===== src/rtl/pwm_ramp_ctrl_if.sv =====
// rtl/pwm_ramp_ctrl_if.sv - AXI4-Lite write channel bundle used by pwm_ramp_ctrl
//
// Carries the AW, W and B channels between the ramp controller (master)
// and the PWM register bank (slave). Read channels are not present.
//   ADDR_WIDTH : AWADDR width in bits
//   master     : drives AW*/W*/BREADY, samples AWREADY/WREADY/BRESP/BVALID
//   slave      : the mirror image

interface pwm_ramp_ctrl_if #(
    parameter int ADDR_WIDTH = 10
);
    logic [ADDR_WIDTH-1:0] AWADDR;
    logic [2:0]            AWPROT;
    logic                  AWVALID;
    logic                  AWREADY;
    logic [31:0]           WDATA;
    logic [3:0]            WSTRB;
    logic                  WVALID;
    logic                  WREADY;
    logic [1:0]            BRESP;
    logic                  BVALID;
    logic                  BREADY;

    modport master (
        output AWADDR, AWPROT, AWVALID, WDATA, WSTRB, WVALID, BREADY,
        input  AWREADY, WREADY, BRESP, BVALID
    );

    modport slave (
        input  AWADDR, AWPROT, AWVALID, WDATA, WSTRB, WVALID, BREADY,
        output AWREADY, WREADY, BRESP, BVALID
    );
endinterface


===== src/rtl/pwm_ramp_ctrl.sv =====
// rtl/pwm_ramp_ctrl.sv - round-robin duty-cycle ramp sequencer over an AXI4-Lite write port
//
// Each channel keeps current/target/step and a pending bit. A ramp tick
// marks every channel that has not reached its target; the FSM then writes
// one step per pending channel, round-robin, one AXI write at a time.
//   ACLK, ARESET  : clock, synchronous active-high reset
//   CMD_*         : per-channel target/step command (step 0 = jump at once)
//   BUSY          : per channel, ramp still in progress
//   ERR           : sticky, set by any non-OKAY write response
//   M_AXI         : AXI4-Lite write master (AW/W/B)

module pwm_ramp_ctrl #(
    parameter int C_NUM_PWM    = 4,
    parameter int C_BASE_ADDR  = 'h100,
    parameter int C_ADDR_WIDTH = 10,
    parameter int C_TICK_DIV   = 1000,
    localparam int CH_W        = (C_NUM_PWM > 1) ? $clog2(C_NUM_PWM) : 1,
    localparam int TK_W        = $clog2(C_TICK_DIV)
) (
    input  logic                 ACLK,
    input  logic                 ARESET,
    input  logic                 CMD_VALID,
    output logic                 CMD_READY,
    input  logic [CH_W-1:0]      CMD_CHANNEL,
    input  logic [23:0]          CMD_TARGET,
    input  logic [23:0]          CMD_STEP,
    output logic [C_NUM_PWM-1:0] BUSY,
    output logic                 ERR,
    pwm_ramp_ctrl_if.master      M_AXI
);

    typedef enum logic [1:0] {S_IDLE, S_ADDR_DATA, S_WAIT_B} state_t;

    state_t                  state_q, state_d;
    logic [23:0]             cur_q [C_NUM_PWM];
    logic [23:0]             cur_d [C_NUM_PWM];
    logic [23:0]             tgt_q [C_NUM_PWM];
    logic [23:0]             tgt_d [C_NUM_PWM];
    logic [23:0]             stp_q [C_NUM_PWM];
    logic [23:0]             stp_d [C_NUM_PWM];
    logic [C_NUM_PWM-1:0]    pend_q, pend_d;
    logic [CH_W-1:0]         rr_q, rr_d;
    logic [CH_W-1:0]         ch_q, ch_d;
    logic [C_ADDR_WIDTH-1:0] addr_q, addr_d;
    logic [23:0]             nxt_q, nxt_d;
    logic                    awv_q, awv_d;
    logic                    wv_q, wv_d;
    logic                    brdy_q, brdy_d;
    logic                    err_q, err_d;
    logic [TK_W-1:0]         tick_q, tick_d;

    logic                    tick_wrap;
    logic                    sel_found;
    logic [CH_W-1:0]         sel_ch;

    function automatic logic [CH_W-1:0] wrap_ch(input int v);
        return CH_W'(v % C_NUM_PWM);
    endfunction

    // Saturating move toward target: the last step lands exactly on target.
    function automatic logic [23:0] ramp_next(input logic [23:0] cur,
                                              input logic [23:0] tgt,
                                              input logic [23:0] stp);
        logic [23:0] diff;
        diff = (tgt >= cur) ? (tgt - cur) : (cur - tgt);
        if (stp == 24'd0 || diff <= stp) return tgt;
        else if (tgt > cur)              return cur + stp;
        else                             return cur - stp;
    endfunction

    assign tick_wrap = (tick_q == TK_W'(C_TICK_DIV - 1));

    // First pending channel at or after the round-robin pointer.
    always_comb begin
        sel_found = 1'b0;
        sel_ch    = '0;
        for (int i = 0; i < C_NUM_PWM; i++) begin
            if (!sel_found && pend_q[wrap_ch(int'(rr_q) + i)]) begin
                sel_found = 1'b1;
                sel_ch    = wrap_ch(int'(rr_q) + i);
            end
        end
    end

    always_comb begin
        state_d = state_q;
        cur_d   = cur_q;
        tgt_d   = tgt_q;
        stp_d   = stp_q;
        pend_d  = pend_q;
        rr_d    = rr_q;
        ch_d    = ch_q;
        addr_d  = addr_q;
        nxt_d   = nxt_q;
        awv_d   = awv_q;
        wv_d    = wv_q;
        brdy_d  = brdy_q;
        err_d   = err_q;
        tick_d  = tick_wrap ? '0 : tick_q + 1'b1;

        unique case (state_q)
            S_IDLE: begin
                if (sel_found) begin
                    ch_d    = sel_ch;
                    addr_d  = C_ADDR_WIDTH'(C_BASE_ADDR + 4 * int'(sel_ch));
                    nxt_d   = ramp_next(cur_q[sel_ch], tgt_q[sel_ch], stp_q[sel_ch]);
                    awv_d   = 1'b1;
                    wv_d    = 1'b1;
                    state_d = S_ADDR_DATA;
                end
            end
            S_ADDR_DATA: begin
                if (M_AXI.AWREADY) awv_d = 1'b0;
                if (M_AXI.WREADY)  wv_d  = 1'b0;
                if (!awv_d && !wv_d) begin
                    brdy_d  = 1'b1;
                    state_d = S_WAIT_B;
                end
            end
            S_WAIT_B: begin
                if (M_AXI.BVALID) begin
                    // Value is committed even on an error response.
                    cur_d[ch_q]  = nxt_q;
                    pend_d[ch_q] = 1'b0;
                    rr_d         = wrap_ch(int'(ch_q) + 1);
                    brdy_d       = 1'b0;
                    if (M_AXI.BRESP != 2'b00) err_d = 1'b1;
                    state_d      = S_IDLE;
                end
            end
            default: state_d = S_IDLE;
        endcase

        // Applied after the commit so a jump command to the in-flight
        // channel is not lost when its pending bit is cleared.
        if (CMD_VALID && CMD_READY && (int'(CMD_CHANNEL) < C_NUM_PWM)) begin
            tgt_d[CMD_CHANNEL] = CMD_TARGET;
            stp_d[CMD_CHANNEL] = CMD_STEP;
            if (CMD_STEP == 24'd0) pend_d[CMD_CHANNEL] = 1'b1;
        end

        // Uses post-command target and post-commit current.
        if (tick_wrap) begin
            for (int i = 0; i < C_NUM_PWM; i++) begin
                if (cur_d[i] != tgt_d[i]) pend_d[i] = 1'b1;
            end
        end
    end

    always_ff @(posedge ACLK) begin
        if (ARESET) begin
            state_q <= S_IDLE;
            cur_q   <= '{default: '0};
            tgt_q   <= '{default: '0};
            stp_q   <= '{default: '0};
            pend_q  <= '0;
            rr_q    <= '0;
            ch_q    <= '0;
            addr_q  <= '0;
            nxt_q   <= '0;
            awv_q   <= 1'b0;
            wv_q    <= 1'b0;
            brdy_q  <= 1'b0;
            err_q   <= 1'b0;
            tick_q  <= '0;
        end else begin
            state_q <= state_d;
            cur_q   <= cur_d;
            tgt_q   <= tgt_d;
            stp_q   <= stp_d;
            pend_q  <= pend_d;
            rr_q    <= rr_d;
            ch_q    <= ch_d;
            addr_q  <= addr_d;
            nxt_q   <= nxt_d;
            awv_q   <= awv_d;
            wv_q    <= wv_d;
            brdy_q  <= brdy_d;
            err_q   <= err_d;
            tick_q  <= tick_d;
        end
    end

    always_comb begin
        BUSY = '0;
        for (int i = 0; i < C_NUM_PWM; i++) begin
            BUSY[i] = (cur_q[i] != tgt_q[i]) || pend_q[i] ||
                      ((state_q != S_IDLE) && (ch_q == CH_W'(i)));
        end
    end

    assign CMD_READY     = ~ARESET;
    assign ERR           = err_q;
    assign M_AXI.AWADDR  = addr_q;
    assign M_AXI.AWPROT  = 3'b000;
    assign M_AXI.AWVALID = awv_q;
    assign M_AXI.WDATA   = {8'h00, nxt_q};
    assign M_AXI.WSTRB   = 4'hF;
    assign M_AXI.WVALID  = wv_q;
    assign M_AXI.BREADY  = brdy_q;

endmodule

===== src/flat_wrapper.sv =====
// flat-port wrapper written by rule: the top's interface ports become plain ports
module pwm_ramp_ctrl_flat 
#(
    parameter int C_NUM_PWM    = 4,
    parameter int C_BASE_ADDR  = 'h100,
    parameter int C_ADDR_WIDTH = 10,
    parameter int C_TICK_DIV   = 1000,
    localparam int CH_W        = (C_NUM_PWM > 1) ? $clog2(C_NUM_PWM) : 1,
    localparam int TK_W        = $clog2(C_TICK_DIV)
)
  (ACLK, ARESET, CMD_VALID, CMD_READY, CMD_CHANNEL, CMD_TARGET, CMD_STEP, BUSY, ERR, M_AXI_AWADDR, M_AXI_AWPROT, M_AXI_AWVALID, M_AXI_WDATA, M_AXI_WSTRB, M_AXI_WVALID, M_AXI_BREADY, M_AXI_AWREADY, M_AXI_WREADY, M_AXI_BRESP, M_AXI_BVALID);
  pwm_ramp_ctrl_if M_AXI_i ();
  input  logic ACLK;
  input  logic ARESET;
  input  logic CMD_VALID;
  output logic CMD_READY;
  input  logic [CH_W-1:0] CMD_CHANNEL;
  input  logic [23:0] CMD_TARGET;
  input  logic [23:0] CMD_STEP;
  output logic [C_NUM_PWM-1:0] BUSY;
  output logic ERR;
  output wire logic [$bits(M_AXI_i.AWADDR)-1:0] M_AXI_AWADDR;
  output wire logic [$bits(M_AXI_i.AWPROT)-1:0] M_AXI_AWPROT;
  output wire logic [$bits(M_AXI_i.AWVALID)-1:0] M_AXI_AWVALID;
  output wire logic [$bits(M_AXI_i.WDATA)-1:0] M_AXI_WDATA;
  output wire logic [$bits(M_AXI_i.WSTRB)-1:0] M_AXI_WSTRB;
  output wire logic [$bits(M_AXI_i.WVALID)-1:0] M_AXI_WVALID;
  output wire logic [$bits(M_AXI_i.BREADY)-1:0] M_AXI_BREADY;
  input wire logic [$bits(M_AXI_i.AWREADY)-1:0] M_AXI_AWREADY;
  input wire logic [$bits(M_AXI_i.WREADY)-1:0] M_AXI_WREADY;
  input wire logic [$bits(M_AXI_i.BRESP)-1:0] M_AXI_BRESP;
  input wire logic [$bits(M_AXI_i.BVALID)-1:0] M_AXI_BVALID;
  assign M_AXI_AWADDR = M_AXI_i.AWADDR;
  assign M_AXI_AWPROT = M_AXI_i.AWPROT;
  assign M_AXI_AWVALID = M_AXI_i.AWVALID;
  assign M_AXI_WDATA = M_AXI_i.WDATA;
  assign M_AXI_WSTRB = M_AXI_i.WSTRB;
  assign M_AXI_WVALID = M_AXI_i.WVALID;
  assign M_AXI_BREADY = M_AXI_i.BREADY;
  assign M_AXI_i.AWREADY = M_AXI_AWREADY;
  assign M_AXI_i.WREADY = M_AXI_WREADY;
  assign M_AXI_i.BRESP = M_AXI_BRESP;
  assign M_AXI_i.BVALID = M_AXI_BVALID;
  pwm_ramp_ctrl #(.C_NUM_PWM(C_NUM_PWM), .C_BASE_ADDR(C_BASE_ADDR), .C_ADDR_WIDTH(C_ADDR_WIDTH), .C_TICK_DIV(C_TICK_DIV)) u_core (.ACLK(ACLK), .ARESET(ARESET), .CMD_VALID(CMD_VALID), .CMD_READY(CMD_READY), .CMD_CHANNEL(CMD_CHANNEL), .CMD_TARGET(CMD_TARGET), .CMD_STEP(CMD_STEP), .BUSY(BUSY), .ERR(ERR), .M_AXI(M_AXI_i));
endmodule

===== config.mk =====
export PLATFORM = sky130hd
export DESIGN_NAME = pwm_ramp_ctrl_flat
export DESIGN_NICKNAME = d
export VERILOG_FILES = /design/src/rtl/pwm_ramp_ctrl_if.sv /design/src/rtl/pwm_ramp_ctrl.sv /design/src/flat_wrapper.sv
export SDC_FILE = /design/constraint.sdc
export NUM_CORES = 1
export LEC_CHECK = 0
export CORE_ASPECT_RATIO = 1.2
export CORE_MARGIN = 5
export CORE_UTILIZATION = 23
export CTS_CLUSTER_SIZE = 30
export DETAILED_ROUTE_END_ITERATION = 10
export GPL_TIMING_DRIVEN = 1
export HOLD_SLACK_MARGIN = 0.1
export PLACE_DENSITY = 0.47
export RECOVER_POWER = 100
export SETUP_SLACK_MARGIN = 0.05
export SLEW_MARGIN = 20
export SYNTH_ARGS = -nofsm -noshare
export SYNTH_HDL_FRONTEND = slang
export SYNTH_SLANG_ARGS = --single-unit

===== constraint.sdc =====
create_clock -name ACLK -period 13.2 [get_ports ACLK]
set_clock_uncertainty 0.05 [all_clocks]
set_input_delay 1.98 -clock ACLK [delete_from_list [all_inputs] [get_ports ACLK]]
set_output_delay 1.98 -clock ACLK [all_outputs]
set_load 0.02 [all_outputs]

* Word level (Yosys, flattened, before mapping) *
Cells that the tools add are included.

word-level totals
  register bits after elaboration = 346
  bits of input ports = 58
  output and inout bits = 58
  word-level logic and storage cells = 180

cells by class
  add/sub/neg operators = 10
  magnitude comparators = 16
  equality and inequality tests = 17
  multiplexer cells = 65
  bitwise gates (word level) = 7
  reductions and logical operators = 42

operators with widths
  operator               number
  $bwmux 96              3
  $mux 96                3
  $mux 24                11
  $ne 24x24->1           8
  $bmux 24 s2            3
  $demux 24 s2           2
  $sub 24x24->24         3
  $logic_not 24->1       2
  $add 24x24->24         1
  $ge 24x24->1           1
  $gt 24x24->1           1
  $le 24x24->1           1
  $mux 1                 21
  $mux 4                 5
  $lt 2x3->1 const B     6
  $mux 2                 7
  $logic_and 1x1->1      13
  $add 10x1->10 const B  1
  $add 9x4->10 const A   1
  $eq 10x10->1 const B   1
  $ge 3x3->1 const B     3
  $logic_or 1x1->1       9
  $not 2->3              3
  $reduce_and 3->1       3
  21 further kinds       45

* Depth between registers and ports, before layout *
Gate-level depths: netlist of run 1.

  word-level depth = 21
  mapped depth = 47
  depth with buffers taken out = 38

* Worst setup path after synthesis of run 1 *
Ideal clock, no wire load.

  path kind = register to register
  start point = reg u_core.pend_q[0]
  end point = reg u_core.nxt_q[23]
  library setup time = 0.092 ns
  arrival = 9.179 ns
  data required time = 13.058 ns
  setup slack = 3.878 ns
  cell stages (with the launch flop) = 46
  path buffers = 13
  clock period less this slack = 9.322 ns
  cell sequence = dfxtp_1 nor2b_2 or4_1 buf_2 nand2_8 buf_4 clkbuf_1 clkbuf_1 buf_2 buf_2 buf_1 clkbuf_1 clkbuf_1 nand3_1 and2_1 ha_1 clkbuf_1 and2_1 [10 not listed] nor2_1 nor2_1 a21oi_1 xnor2_1 ha_1 a21o_1 a21o_1 a21oi_1 nor2b_1 o21ai_0 nand2b_1 a21oi_1 a211o_1 a32oi_1 and2_1 nand2_1 or4_1 o32ai_1

on the way
  cells in the longest elaborated chain, start to end = 21

RTL lines
  element                                         RTL line              RTL
  from (decl)                                     pwm_ramp_ctrl.sv:41   logic [C_NUM_PWM-1:0] pend_q, pend_d;
  from (signal assigned)                          pwm_ramp_ctrl.sv:171  pend_q <= pend_d;
  $bmux 1 s2                                      pwm_ramp_ctrl.sv:78   if (!sel_found && pend_q[wrap_ch(int'(rr_q) + i)]) begin
  $mux 1 (not written as such)                    pwm_ramp_ctrl.sv:78
  $mux 1                                          pwm_ramp_ctrl.sv:78
  $logic_not 1->1                                 pwm_ramp_ctrl.sv:78
  $logic_and 1x1->1                               pwm_ramp_ctrl.sv:78
  $mux 1                                          pwm_ramp_ctrl.sv:78
  $logic_not 1->1                                 pwm_ramp_ctrl.sv:78
  $logic_and 1x1->1                               pwm_ramp_ctrl.sv:78
  [4 not listed]                                  --
  $not 2->3 (not written as such)                 pwm_ramp_ctrl.sv:106  nxt_d = ramp_next(cur_q[sel_ch], tgt_q[sel_ch], stp_q[sel_ch]);
  $bmux 24 s2                                     pwm_ramp_ctrl.sv:106
  $mux 24 (not written as such) (2 in a row)      pwm_ramp_ctrl.sv:106
  $sub 24x24->24 or $ge 24x24->1 (tied branches)  pwm_ramp_ctrl.sv:65   diff = (tgt >= cur) ? (tgt - cur) : (cur - tgt);
  $mux 24                                         pwm_ramp_ctrl.sv:65
  $le 24x24->1                                    pwm_ramp_ctrl.sv:66   if (stp == 24'd0 || diff <= stp) return tgt;
  $logic_or 1x1->1                                pwm_ramp_ctrl.sv:66
  $mux 24                                         pwm_ramp_ctrl.sv:66
  to (signal assigned)                            pwm_ramp_ctrl.sv:175  nxt_q <= nxt_d;
  to (decl)                                       pwm_ramp_ctrl.sv:45   logic [23:0] nxt_q, nxt_d;

Parallel ways exist; a longest one is shown, timed or not. The select of a mux whose other input is x is not followed.
A chain may end at the register's enable or synchronous reset.

* Final worst setup path of run 1 *
  start point = in ARESET
  end point = reg u_core.pend_q[3]

on the way
  cells in the longest elaborated chain, start to end = 6

RTL lines
  element            RTL line              RTL
  from (decl)        flat_wrapper.sv:14    input logic ARESET;
  $not 1->1          pwm_ramp_ctrl.sv:192  assign CMD_READY = ~ARESET;
  $logic_and 1x1->1  pwm_ramp_ctrl.sv:136  if (CMD_VALID && CMD_READY && (int'(CMD_CHANNEL) < C_NUM_PWM)) begin
  $mux 96            pwm_ramp_ctrl.sv:136
  $ne 24x24->1       pwm_ramp_ctrl.sv:145  if (cur_d[i] != tgt_d[i]) pend_d[i] = 1'b1;
  $mux 1             pwm_ramp_ctrl.sv:145
  $mux 4             pwm_ramp_ctrl.sv:143  if (tick_wrap) begin

Parallel ways exist; a longest one is shown, timed or not.

==> metrics.txt, run 1 <==
Yosys reg bits=337; CTS tree=done; final wirelength=88.8 mm; die area=0.101 mm²; DRC viols=0; clk slew on worst S/H paths=~0.060 ns; Worst-Margin Slew=around 4.5 ns; Register Area=0.00675 mm²; P_leak=0.0105 µW; Post-synth ARST share=0%; worst r2r src=u_core.pend_q[0]; port bufs=93; CTS Sinks=337; Core ar.=0.0940 mm²; root buf cell=clkbuf_16; GR Util All Layers=16.7%; CTS Hold Buffers Added=0; status=finished, violations left; # nets final=3010; First DRT Iteration DRCs=1702; largest net degree at the start of global routing=98; dpl cell area=0.0239 mm²; initial core utilization=23.2%; Critical Path Start Type=input pin; upper clock frequency limit=88.7 MHz; final setup margin=1.93 ns; # IOs=about 120; initial antenna violation count=0; share of cells above drive strength 1=3.82%; post-synth top area cell=dfxtp_1; Final ANT Viol Nets=0; First-pass DRT Iterations=6; Worst Hold Path Cells=2; number of gates resized after cts=0; first-pass GRT wire length=130 mm; RSZ-0062 raised after global routing=no; number of synthesized flops with an enable pin=0; vias in the first global route=19300; Finish-stage setup viols=0; violated checks=capacitance limit, slew limit; crit path DAT=11.49 ns; Post-Syn Instances=2858; Post-Place Worst Slack=3.26 ns; R2R Setup Slk=around 2.5 ns; worst min-delay path startpoint=u_core.ERR; worst endpoint required time=roughly 13 ns; chip width=around 290 µm; most common cell after layout, fill and taps aside=nand2_1; Final Hold Fails=0; post-route cell area=0.0251 mm²; min Tclk post-route=11.27 ns; leading post-synthesis cells by cell area=dfxtp_1 (31%), mux2i_1 (9.5%), nand2_1 (9.1%); Register-to-Register Path Depth=40; worst-path fanout max=97; Slew Limit Fails=460; period utilization=between 80% and 90%; Reg-to-Reg End=u_core.nxt_q[23]; fill count=a little over 10000; grt ovf=0; post-synthesis cell type count=93; pwr dens=109 mW/mm²; Multi-input gate area=0.0141 mm²; peak supply drop=approximately 97 µV; clk_lat worst skew=0.58 ns; Worst slew margin=-203%; CTS max path bufs=3; Area growth syn-to-layout=14.9%; Worst Setup End Kind=flip-flop; kind of critical path=in2reg; worst hold path endpoint=u_core.ERR; row count=around 120; Max-Cap Viols=7; setup bufs post-CTS=0; drt via density=4.86; Synth warnings=0; post-synth top area share=30.9%; routability cong.=0.916; Chip Height=approximately 350 µm; Setup TNS=0 ns; mapped cell area=roughly 0.022 mm²; ys flop type=dfxtp_1; Detailed Place HPWL=66.0 mm; H-tree levels=2; commonest non-fill, non-tap cells in the layout=nand2_1 (525), dfxtp_1 (337), nor2_1 (298); register area share after synthesis=30.9%; CTS Buf Count=39; Syn Area/Cell=7.64 µm²; vias=approximately 20000; wire per inst=21.5 µm; Hold Path Class=reg2reg
cell type report:
class | count | share of cell area, %
multi-input cells | 2290 | 56.4
flip-flops and latches | 337 | 26.9
well taps | 1250 | 6.23
clock buffers | 61 | 4.67
repair buffers | 118 | 4.40
inverters | 70 | 1.05
clock inverters | 7 | 0.359
diodes | 2 | 0.0200
synth_stat cells, drive strengths merged, types with 4 or more instances:
| library cell | n |
|---|---|
| a2111oi | 5 |
| a211o | 5 |
| a211oi | 19 |
| a21boi | 7 |
| a21o | 29 |
| a21oi | 189 |
| a222oi | 4 |
| a22oi | 7 |
| a311oi | 10 |
| a31o | 4 |
| a31oi | 31 |
| and2 | 26 |
| and3 | 25 |
| and4 | 6 |
| buf | 46 |
| clkbuf | 135 |
| dfxtp | 337 |
| ha | 95 |
| inv | 70 |
| mux2 | 6 |
| mux2i | 209 |
| nand2 | 532 |
| nand2b | 16 |
| nand3 | 162 |
| nand4 | 56 |
| nor2 | 302 |
| nor2b | 29 |
| nor3 | 32 |
| nor4 | 25 |
| nor4b | 5 |
| o211ai | 10 |
| o21a | 16 |
| o21ai | 84 |
| o21bai | 12 |
| o22ai | 5 |
| o32ai | 4 |
| or2 | 5 |
| or3 | 8 |
| xnor2 | 165 |
| xor2 | 90 |
cell families (layout without fill, tap and decap cells):
| logic type | after synthesis | after routing | synth area share [%] |
|---|---|---|---|
| compound gates | 463 | 463 | 13.2 |
| xor+xnor | 255 | 255 | 10.2 |
| fa+ha+maj | 97 | 97 | 5.58 |
| buf+inv | 251 | 256 | 4.83 |
| flops | 337 | 337 | 30.9 |
| mux | 215 | 215 | 9.91 |
| other cells | 2 | 24 | 0.0344 |
| simple gates | 1238 | 1238 | 25.3 |
state kept, by name, summed over array words and instances, names as in the netlist:
register              flops
u_core.ERR                1
u_core.M_AXI.AWADDR       2
u_core.M_AXI.AWVALID      1
u_core.M_AXI.BREADY       1
u_core.M_AXI.WVALID       1
u_core.ch_q               1
u_core.cur_q             96
u_core.nxt_q             24
u_core.pend_q             4
u_core.rr_q               2
u_core.state_q            2
u_core.stp_q             96
u_core.tgt_q             96
u_core.tick_q            10
worst max-delay path by stage:
stage,from,slack (ns),depth (start not counted),endpoint
2_1_floorplan,u_core.pend_q[0],3.88,45,u_core.nxt_q[23]
3_3_place_gp,u_core.pend_q[0],3.40,34,u_core.nxt_q[23]
3_5_place_dp,u_core.pend_q[0],3.26,40,u_core.nxt_q[23]
4_1_cts,u_core.pend_q[0],3.23,40,u_core.nxt_q[23]
5_1_grt,ARESET,1.37,11,u_core.pend_q[3]
6_report,ARESET,1.93,11,u_core.pend_q[3]
metrics by stage:
stage	power [µW]	utilization [%]	cells	hold slack, ns
floorplan	1470	-	2878	0.368
global placement	1650	25.4	4065	0.382
detailed placement	1650	25.4	4065	0.394
CTS	2760	26.7	4133	0.403
global route	2840	26.7	4133	0.420
finish	2740	26.7	4135	0.397
critical path, cell delays in order:
cell and delay [ns]:
clkbuf_1 3.13, nor2b_1 0.30, nand3_1 1.11, clkbuf_1 2.01, mux2i_1 0.38, xnor2_1 0.66
nand4_1 0.43, nor4_1 0.68, nand3_1 0.31, a222oi_1 0.34, nor2_1 0.06
report_power, final:
part	switching (µW)	leakage [µW]	internal, µW	total, µW
registers	10.7	0.00272	1030	1040
clock network	462	0.000611	647	1110
logic	376	0.00713	212	588
total	848	0.0105	1890	2740
per-layer routing:
| layer | wire [µm] | track usage [%] | vias to the layer above |
|---|---|---|---|
| li1 | - | - | 9757 |
| met1 | 38000 | 20.9 | 9716 |
| met4 | 3990 | 6.87 | 0 |
| met2 | 43600 | 29.6 | 505 |
| met3 | 3210 | 1.57 | 116 |
| met5 | 0 | 0 | - |
(Power assumes the default switching activity.)
==> run 2, diff against run 1 <==
--- a/config.mk
+++ b/config.mk
@@ -8,10 +8,9 @@
 export CORE_ASPECT_RATIO = 1.2
 export CORE_MARGIN = 5
 export CORE_UTILIZATION = 23
-export CTS_CLUSTER_SIZE = 30
 export DETAILED_ROUTE_END_ITERATION = 10
 export GPL_TIMING_DRIVEN = 1
-export HOLD_SLACK_MARGIN = 0.1
+export HOLD_SLACK_MARGIN = 0.02
 export PLACE_DENSITY = 0.47
 export RECOVER_POWER = 100
 export SETUP_SLACK_MARGIN = 0.05
==> results of run 2 <==
Final layout, timing and power as in run 1 (identical DEF).
